**src/rtl/cdt_cnt_pkg.sv**
```systemverilog
// Shared constants and helpers for the CDT counter blocks.
// Provides default widths and the saturated all-ones value for a given counter width.
package cdt_cnt_pkg;

    localparam int CNT_W_DEFAULT = 32;
    localparam int N_CH_MAX      = 32;

    function automatic logic [31:0] sat_value(input int w);
        if (w >= 32)
            return 32'hFFFF_FFFF;
        return (32'd1 << w) - 32'd1;
    endfunction

endpackage

```
**src/rtl/lv2_rej_bank_if.sv**
```systemverilog
// Spill gate, per-channel reject inputs and registered readback port of the reject bank.
// master drives the gate, requests and address; slave is the counter bank.
interface lv2_rej_bank_if #(
    parameter int N_CH  = 8,
    parameter int CNT_W = 32,
    parameter int AW    = (N_CH > 1) ? $clog2(N_CH) : 1
);
    logic             in_live;
    logic [N_CH-1:0]  lv1a_req;
    logic [N_CH-1:0]  lv2_buffer_full;
    logic [AW-1:0]    rd_addr;
    logic             rd_snap;
    logic [CNT_W-1:0] rd_data;
    logic             rd_sat;
    logic             snap_valid;
    logic             any_rej;

    modport master (
        output in_live, lv1a_req, lv2_buffer_full, rd_addr, rd_snap,
        input  rd_data, rd_sat, snap_valid, any_rej
    );

    modport slave (
        input  in_live, lv1a_req, lv2_buffer_full, rd_addr, rd_snap,
        output rd_data, rd_sat, snap_valid, any_rej
    );
endinterface

```
**src/rtl/lv2_rej_ch.sv**
```systemverilog
// One channel: saturating reject counter with sticky sat flag, plus snapshot latched on spill fall.
// Counter updates at the edge ending the event cycle; no backpressure.
module lv2_rej_ch
    import cdt_cnt_pkg::*;
#(
    parameter int CNT_W = 32
) (
    input  logic             clk,
    input  logic             rst,
    input  logic             rise,
    input  logic             fall,
    input  logic             hit,
    output logic [CNT_W-1:0] cnt,
    output logic             sat,
    output logic [CNT_W-1:0] snap,
    output logic             snap_sat
);
    localparam logic [31:0] MAX32 = sat_value(CNT_W);
    localparam logic [CNT_W-1:0] CNT_MAX = MAX32[CNT_W-1:0];
    localparam logic [CNT_W-1:0] ONE = {{(CNT_W-1){1'b0}}, 1'b1};

    logic [CNT_W-1:0] cnt_nxt;
    logic             sat_nxt;

    // A rise clears and counts in the same cycle, so an event there leaves 1.
    always_comb begin
        cnt_nxt = cnt;
        sat_nxt = sat;
        if (rise) begin
            cnt_nxt = {{(CNT_W-1){1'b0}}, hit};
            sat_nxt = 1'b0;
        end else if (hit) begin
            if (cnt == CNT_MAX)
                sat_nxt = 1'b1;
            else
                cnt_nxt = cnt + ONE;
        end
    end

    always_ff @(posedge clk) begin
        if (rst) begin
            cnt      <= '0;
            sat      <= 1'b0;
            snap     <= '0;
            snap_sat <= 1'b0;
        end else begin
            cnt <= cnt_nxt;
            sat <= sat_nxt;
            // Snapshot takes the post-update value so a fall-cycle event is included.
            if (fall) begin
                snap     <= cnt_nxt;
                snap_sat <= sat_nxt;
            end
        end
    end

endmodule

```
**src/rtl/lv2_rej_bank.sv**
```systemverilog
// Level-2 reject counter bank: per-channel saturating counters with spill snapshots and readback.
// Readback latency 1 cycle from address; event-to-readout 2 cycles; no backpressure.
module lv2_rej_bank
    import cdt_cnt_pkg::*;
#(
    parameter int N_CH       = 8,
    parameter int CNT_W      = CNT_W_DEFAULT,
    parameter bit COUNT_DEAD = 1'b1
) (
    input  logic             clk,
    input  logic             rst,
    lv2_rej_bank_if.slave    bus
);
    localparam int AW = (N_CH > 1) ? $clog2(N_CH) : 1;

    logic             pre_live;
    logic             rise;
    logic             fall;
    logic             gate;
    logic [N_CH-1:0]  hit;

    logic [CNT_W-1:0] cnt      [N_CH];
    logic [CNT_W-1:0] snap     [N_CH];
    logic [N_CH-1:0]  sat;
    logic [N_CH-1:0]  snap_sat;

    logic [CNT_W-1:0] sel_data;
    logic             sel_sat;

    assign rise = !pre_live && bus.in_live;
    assign fall = pre_live && !bus.in_live;
    assign gate = COUNT_DEAD || bus.in_live;
    assign hit  = bus.lv1a_req & bus.lv2_buffer_full & {N_CH{gate}};

    for (genvar g = 0; g < N_CH; g++) begin : g_ch
        lv2_rej_ch #(.CNT_W(CNT_W)) u_ch (
            .clk      (clk),
            .rst      (rst),
            .rise     (rise),
            .fall     (fall),
            .hit      (hit[g]),
            .cnt      (cnt[g]),
            .sat      (sat[g]),
            .snap     (snap[g]),
            .snap_sat (snap_sat[g])
        );
    end

    // Addresses beyond N_CH match no channel and read back as zero.
    always_comb begin
        sel_data = '0;
        sel_sat  = 1'b0;
        for (int i = 0; i < N_CH; i++) begin
            if (bus.rd_addr == AW'(i)) begin
                sel_data = bus.rd_snap ? snap[i] : cnt[i];
                sel_sat  = bus.rd_snap ? snap_sat[i] : sat[i];
            end
        end
    end

    always_ff @(posedge clk) begin
        if (rst) begin
            pre_live       <= 1'b0;
            bus.rd_data    <= '0;
            bus.rd_sat     <= 1'b0;
            bus.snap_valid <= 1'b0;
            bus.any_rej    <= 1'b0;
        end else begin
            pre_live       <= bus.in_live;
            bus.rd_data    <= sel_data;
            bus.rd_sat     <= sel_sat;
            bus.snap_valid <= fall;
            bus.any_rej    <= |hit;
        end
    end

endmodule
```
**src/flat_wrapper.sv**
```systemverilog
// flat-port wrapper written by rule: the top's interface ports become plain ports
module lv2_rej_bank_flat import cdt_cnt_pkg::*;
#(
    parameter int N_CH       = 8,
    parameter int CNT_W      = CNT_W_DEFAULT,
    parameter bit COUNT_DEAD = 1'b1
)
  (clk, rst, bus_in_live, bus_lv1a_req, bus_lv2_buffer_full, bus_rd_addr, bus_rd_snap, bus_rd_data, bus_rd_sat, bus_snap_valid, bus_any_rej);
  lv2_rej_bank_if #(.N_CH(N_CH), .CNT_W(CNT_W)) bus_i ();
  input  logic clk;
  input  logic rst;
  input wire logic [$bits(bus_i.in_live)-1:0] bus_in_live;
  input wire logic [$bits(bus_i.lv1a_req)-1:0] bus_lv1a_req;
  input wire logic [$bits(bus_i.lv2_buffer_full)-1:0] bus_lv2_buffer_full;
  input wire logic [$bits(bus_i.rd_addr)-1:0] bus_rd_addr;
  input wire logic [$bits(bus_i.rd_snap)-1:0] bus_rd_snap;
  output wire logic [$bits(bus_i.rd_data)-1:0] bus_rd_data;
  output wire logic [$bits(bus_i.rd_sat)-1:0] bus_rd_sat;
  output wire logic [$bits(bus_i.snap_valid)-1:0] bus_snap_valid;
  output wire logic [$bits(bus_i.any_rej)-1:0] bus_any_rej;
  assign bus_i.in_live = bus_in_live;
  assign bus_i.lv1a_req = bus_lv1a_req;
  assign bus_i.lv2_buffer_full = bus_lv2_buffer_full;
  assign bus_i.rd_addr = bus_rd_addr;
  assign bus_i.rd_snap = bus_rd_snap;
  assign bus_rd_data = bus_i.rd_data;
  assign bus_rd_sat = bus_i.rd_sat;
  assign bus_snap_valid = bus_i.snap_valid;
  assign bus_any_rej = bus_i.any_rej;
  lv2_rej_bank #(.N_CH(N_CH), .CNT_W(CNT_W), .COUNT_DEAD(COUNT_DEAD)) u_core (.clk(clk), .rst(rst), .bus(bus_i));
endmodule
```
**config.mk**
```make
export PLATFORM = sky130hd
export DESIGN_NAME = lv2_rej_bank_flat
export DESIGN_NICKNAME = d
export VERILOG_FILES = /design/src/rtl/cdt_cnt_pkg.sv /design/src/rtl/lv2_rej_bank_if.sv /design/src/rtl/lv2_rej_ch.sv /design/src/rtl/lv2_rej_bank.sv /design/src/flat_wrapper.sv
export SDC_FILE = /design/constraint.sdc
export NUM_CORES = 1
export LEC_CHECK = 0
export ABC_CLOCK_PERIOD_IN_PS = 3000
export CORE_MARGIN = 2
export CORE_UTILIZATION = 50
export CTS_BUF_LIST = sky130_fd_sc_hd__clkbuf_16
export DETAILED_ROUTE_END_ITERATION = 10
export GPL_TIMING_DRIVEN = 0
export PLACE_DENSITY = 0.79
export SYNTH_ARGS = -nofsm -noshare
export SYNTH_HDL_FRONTEND = slang
export SYNTH_HIERARCHICAL = 1
export SYNTH_SLANG_ARGS = --single-unit
```
**constraint.sdc**
```tcl
create_clock -name clk -period 3 [get_ports clk]
set_input_delay 0.45 -clock clk [delete_from_list [all_inputs] [get_ports clk]]
set_output_delay 0.45 -clock clk [all_outputs]
set_load 0.05 [all_outputs]
```
---- Word level (Yosys, flattened, before mapping) ----
Cells that the tools add are included.
storage, ports and cells
  bits in registers ....................... 564
  input bits .............................. 23
  output and inout bits ................... 35
  word-level logic and storage cells ...... 147
operators by class
  add/subtract/negate cells ............... 8
  equal/unequal tests ..................... 15
  multiplexer cells ....................... 80
  bitwise operators ....................... 1
  reduce and logical (&&, ||, !) cells .... 6
operator list
  cell                   number
  $mux 32                40
  $add 32x1->32 const B  8
  $eq 32x32->1 const B   8
  $mux 1                 40
  $eq 3x3->1 const B     4
  $and 8x8->8            1
  $reduce_or 8->1        1
  $eq 3x2->1 const B     2
  $eq 3x1->1 const B     1
  $logic_not 3->1        1
  $logic_and 1x1->1      2
  $logic_not 1->1        2

---- Longest topological paths before layout ----
Gate-level depths: netlist (run 1).
  depth in word-level cells ............... 9
  depth in mapped cells ................... 9
  mapped depth without buffers ............ 6

---- Hierarchy ----
Netlist (run 1), hierarchy kept.
by module, submodules not included
  module                                times used  cells an instance  area an instance (µm²)  seq. area each (µm²)
  lv2_rej_ch (u_core.g_ch[0].u_ch ...)  5           377                3165.5                  1321.3
  lv2_rej_ch (u_core.g_ch[5].u_ch ...)  3           373                3209.3                  1321.3
  lv2_rej_bank                          1           748                6276.0                  720.7

---- Worst setup path before layout (run 1) ----
Ideal clock, no wire load.
  kind .................................... input -> register
  from .................................... input port bus_in_live
  to ...................................... register u_core.g_ch[0].u_ch.snap[16]
  arrival time ............................ 2.784 ns
  data required time ...................... 2.874 ns
  path slack .............................. 0.090 ns
  stages .................................. 7
  buffers on the path ..................... 2
  cells stage by stage .................... nor2b_1 -> nor2_1 -> and2_1 -> clkbuf_1 -> clkbuf_1 -> o211ai_1 -> nand3_1
on the way
  cells in the longest elaborated chain, start to end .. 2
  elaborated cells between the ends (all ways) .. 4
ends and longest elaborated chain
  element                                                      line                                    source
  start: declaration                                           flat_wrapper.sv:12                      input wire logic [$bits(bus_i.in_live)-1:0] bus_in_live;
  $logic_and 1x1->1 / $logic_not 1->1 (equally long branches)  lv2_rej_bank.sv:30, lv2_rej_bank.sv:31
  $mux 32 / $logic_and 1x1->1 (equally long branches)          lv2_rej_ch.sv:29, lv2_rej_bank.sv:31
  end signal: assignment                                       lv2_rej_ch.sv:51                        snap <= cnt_nxt;
  end: declaration                                             lv2_rej_ch.sv:15                        output logic [CNT_W-1:0] snap,
Several ways; a longest one is shown, not always the timed one.
A chain may end at the register's enable or synchronous reset.

---- Worst setup path after layout (run 1) ----
  from .................................... input port bus_in_live
  to ...................................... register u_core.g_ch[2].u_ch.snap[25]
on the way
  cells in the longest elaborated chain, start to end .. 2
  elaborated cells between the ends (all ways) .. 4
ends and longest elaborated chain
  element                 line                source
  $logic_and 1x1->1       lv2_rej_bank.sv:30  assign rise = !pre_live && bus.in_live;
  via u_core.rise         lv2_rej_bank.sv:17  logic rise;
  $mux 32                 lv2_rej_ch.sv:29    if (rise) begin
  end signal: assignment  lv2_rej_ch.sv:51
  end: declaration        lv2_rej_ch.sv:15
The timed path passes the listed nets, and every way through them passes these cells.

==> results.cfg, run 1 <==
[run_status]
status = complete, no violations

[floorplan]
start_util = 0.5040
io_pins = 58
num_rows = 92
die_x_um = 255.9
dieArea_sq_um = 65500
core_sq_um = 62970
die_y_um = 255.9

[worst_hold_path]
holdCritPathClass = reg2reg

[logic_synthesis]
yosysWarnings = 6
syn_inst = 3752
seq_area_frac_synth = 0.3558
synth_nets = 3783
synth_edf_count = 0
synth_top_cell_by_area = dfxtp_1
synth-main-ff-cell = dfxtp_1
yosys-top-cells-area = dfxtp_1 (36%), mux2i_1 (6.3%), nand3_1 (4.8%)
synth_top_cell_area_share = 0.3558
synth_seq_cells = 564
syn-cell-area_sq_um = 31730
synth-async-reset-ratio = 0
ys_types = 69
avgSynthCellArea_sq_um = 8.457

[pwr]
p_sw_frac = 0.2535
pwr-share-comb = 0.080
switchingPower_w = 0.004178
p_clk_frac = 0.461
seqPwrFrac = 0.460
finalPower_w = 0.01648
cellPowerDensity_nw_per_um2 = 465.3
peakVddDrop_uv = 462.8
leakage_nw = 11.83
internal_power_w = 0.01230

[routing]
drtAntennaViolNets = 0
drc = 0
post_drt_wl_per_cell_um = 23.40
drt_iter0_drc = 4087
viasPerCell = 6.666
drt_pass1_iterations = 6
num_vias = 31800
wirelength_mm = 111.6

[cts]
path_clk_slew_ns = 0.06
clock_latency_ns = 0.65
ctsLongestPathBuffers = 3
cts-root-buf = clkbuf_16
clock-sinks = 564
htree_levels = 2
cts.hold.buffers_added = 0
cts_tree = yes
numCtsBuffers = 60

[sta]
setup_viol_count_final = 0
hold_slack_ns = 0.4457
fmax_mhz = 334.9
hold_viol = 0
finalCriticalPeriod_ns = 2.986
tightestPinTransition_ns = 1.056
finalCritPeriodShare = 0.9952
maxSlewViolCount = 0
rsz0062_at_grt = no
fin_skew_ns = 0.02255
slew_headroom = 0.2902
setup_slack_ns = 0.01428

[grt]
grt_pass1_vias = 28590
grt_pass1_wl_mm = 170.1
grt_max_degree = 64
antenna_found_initial = 2
grt_overflow = 0
grt_use_total = 0.3254

[placed_design]
preCtsSetupSlack_ns = -0.5409
dp_hpwl_mm = 80.71
place_congestion = 0.9762
io_buffers = 55

[cells_and_area]
syn2layout_area_growth_pct = 11.64
drive_above_1_share = 0.09786
nets = 3906

[critical_path]
worstPathMaxFanout = 26
worst_setup_path_end_kind = flop
cp_data_required_time_ns = 3.57
worstSetupStartpointType = primary input
criticalPathCategory = in2reg
cp.arrival_ns = 3.56
reg2reg_slack_ns = 0.08

[flow_run]
drv_cap = 0
placed cells by master, fill, tap and decap left out, types with 29 or more instances in the layout:
| master | n |
|---|---|
| clkbuf_1 | 174 |
| dfxtp_1 | 564 |
| nand4_1 | 111 |
| a211oi_1 | 69 |
| buf_6 | 40 |
| nor2b_1 | 73 |
| a32oi_1 | 43 |
| and3_1 | 58 |
| buf_4 | 32 |
| nor2_1 | 151 |
| nand2_1 | 300 |
| buf_2 | 64 |
| o22ai_1 | 29 |
| o21ai_1 | 73 |
| nor3_1 | 48 |
| xor2_1 | 32 |
| xnor2_1 | 39 |
| mux2i_1 | 201 |
| inv_1 | 37 |
| a21oi_1 | 152 |
| clkbuf_16 | 62 |
| o211ai_1 | 144 |
| clkdlybuf4s50_1 | 54 |
| and2_1 | 70 |
| nand3_1 | 303 |
| or4_1 | 137 |
| o21ai_0 | 266 |
| o31ai_1 | 30 |
| or3_1 | 140 |
kinds of logic (layout without fill, tap and decap cells):
| family | Yosys count | count (layout) | synth area share |
|---|---|---|---|
| AOI/OAI and AO/OA | 1015 | 1015 | 0.2257 |
| xor gates and xnor gates | 71 | 71 | 0.01960 |
| adders and majority gates | 8 | 8 | 0.003155 |
| buffers and inverters | 346 | 517 | 0.05670 |
| DFF | 564 | 564 | 0.3558 |
| muxes | 201 | 201 | 0.06340 |
| other | 0 | 1 | 0 |
| and+or+nand+nor | 1547 | 1548 | 0.2756 |
cell usage after synthesis, types with 15 or more instances:
master,instances
a211oi_1,69
a21oi_1,152
a221oi_1,17
a221oi_2,16
a31oi_1,16
a32oi_1,43
and2_1,70
and3_1,58
and4_1,27
and4_4,25
buf_2,64
buf_4,28
buf_6,40
clkbuf_1,176
dfxtp_1,564
inv_1,25
mux2i_1,201
nand2_1,300
nand3_1,303
nand4_1,111
nor2_1,151
nor2b_1,75
nor3_1,48
nor4_1,16
o211ai_1,144
o21ai_0,266
o21ai_1,73
o22ai_1,29
o311ai_0,20
o31ai_1,30
o32ai_1,20
o32ai_2,16
o41ai_1,15
or2_2,21
or3_1,140
or4_1,137
xnor2_1,39
xor2_1,32
worst max-delay path, stage by stage:
cell,delay (ns)
clkdlybuf4s50_1,0.60
nor2b_4,0.24
buf_12,0.19
nor2_1,0.49
and2_1,0.25
clkbuf_1,0.51
clkbuf_1,0.50
o211ai_1,0.18
nand3_1,0.11
power by group through the flow:
stage	Combinational, W	Sequential [W]	Clock, W
2_1_floorplan	0.000665	0.00782	0
3_3_place_gp	0.00125	0.00774	0
3_5_place_dp	0.00125	0.00774	0
4_1_cts	0.00126	0.00758	0.00767
5_1_grt	0.00135	0.00758	0.00796
6_report	0.00131	0.00758	0.00759
routing by layer:
metal	wire length, um	GRT usage	share of wire	vias to the layer above
li1	-	-	-	14620
met1	45580	0.4337	0.41	15160
met2	49580	0.5079	0.44	1716
met3	10480	0.05655	0.094	304
met4	5974	0.1621	0.054	2
met5	18	0	0.00016	-
repair_timing:
item,CTS,global route
setup endpoints to repair,0,21
hold endpoints to repair,0,0
resized for setup,0,4
setup buffers,0,3
worst paths after layout:
| kind | from | end | depth (start not counted) |
|---|---|---|---|
| worst max-delay path | bus_in_live | u_core/g_ch[2].u_ch/snap[25] | 9 |
| worst min-delay path | u_core/g_ch[5].u_ch/snap[18] | u_core/g_ch[5].u_ch/snap[18] | 2 |
| worst max register to register | u_core/pre_live | u_core/g_ch[2].u_ch/snap[25] | 8 |
| worst min register to register | u_core/g_ch[5].u_ch/snap[18] | u_core/g_ch[5].u_ch/snap[18] | 2 |
flip-flops by register name, indices dropped and copies added, names as in the netlist:
register	cells
u_core/bus.any_rej	1
u_core/bus.rd_data	32
u_core/bus.rd_sat	1
u_core/bus.snap_valid	1
u_core/g_ch.u_ch/cnt	256
u_core/g_ch.u_ch/sat	8
u_core/g_ch.u_ch/snap	256
u_core/g_ch.u_ch/snap_sat	8
u_core/pre_live	1
final cells by class:
cell class,instances,area (sq um)
inverter,25,93.84
clock buffer,62,1551
buffer,321,1708
clock inverter,49,437.9
sequential,564,11290
multi-input combinational,2843,18670
timing repair buffer,60,610.6
tap,846,1059
antenna,1,2.502
fill,5738,27540
metrics by stage:
step,instance area [sq um],setup TNS (ns),instances,utilization
3_5_place_dp,33400,-67.29,4655,0.5304
6_report,35430,0,4771,0.5626
3_3_place_gp,33340,-1804.69,4653,0.5295
2_1_floorplan,31730,0,3752,-
5_1_grt,35420,0,4770,0.5626
4_1_cts,35390,0,4766,0.5620
Note: power is estimated with default switching activity, not from simulation.
==> inputs of run 2 (changes only) <==
--- a/config.mk
+++ b/config.mk
@@ -11,6 +11,7 @@
 export CTS_BUF_LIST = sky130_fd_sc_hd__clkbuf_16
 export DETAILED_ROUTE_END_ITERATION = 10
 export GPL_TIMING_DRIVEN = 0
+export HOLD_SLACK_MARGIN = 0.12
 export PLACE_DENSITY = 0.79
 export SYNTH_ARGS = -nofsm -noshare
 export SYNTH_HDL_FRONTEND = slang
==> results of run 2 <==
Same layout as run 1: the final DEF is identical, and so are final timing and power.
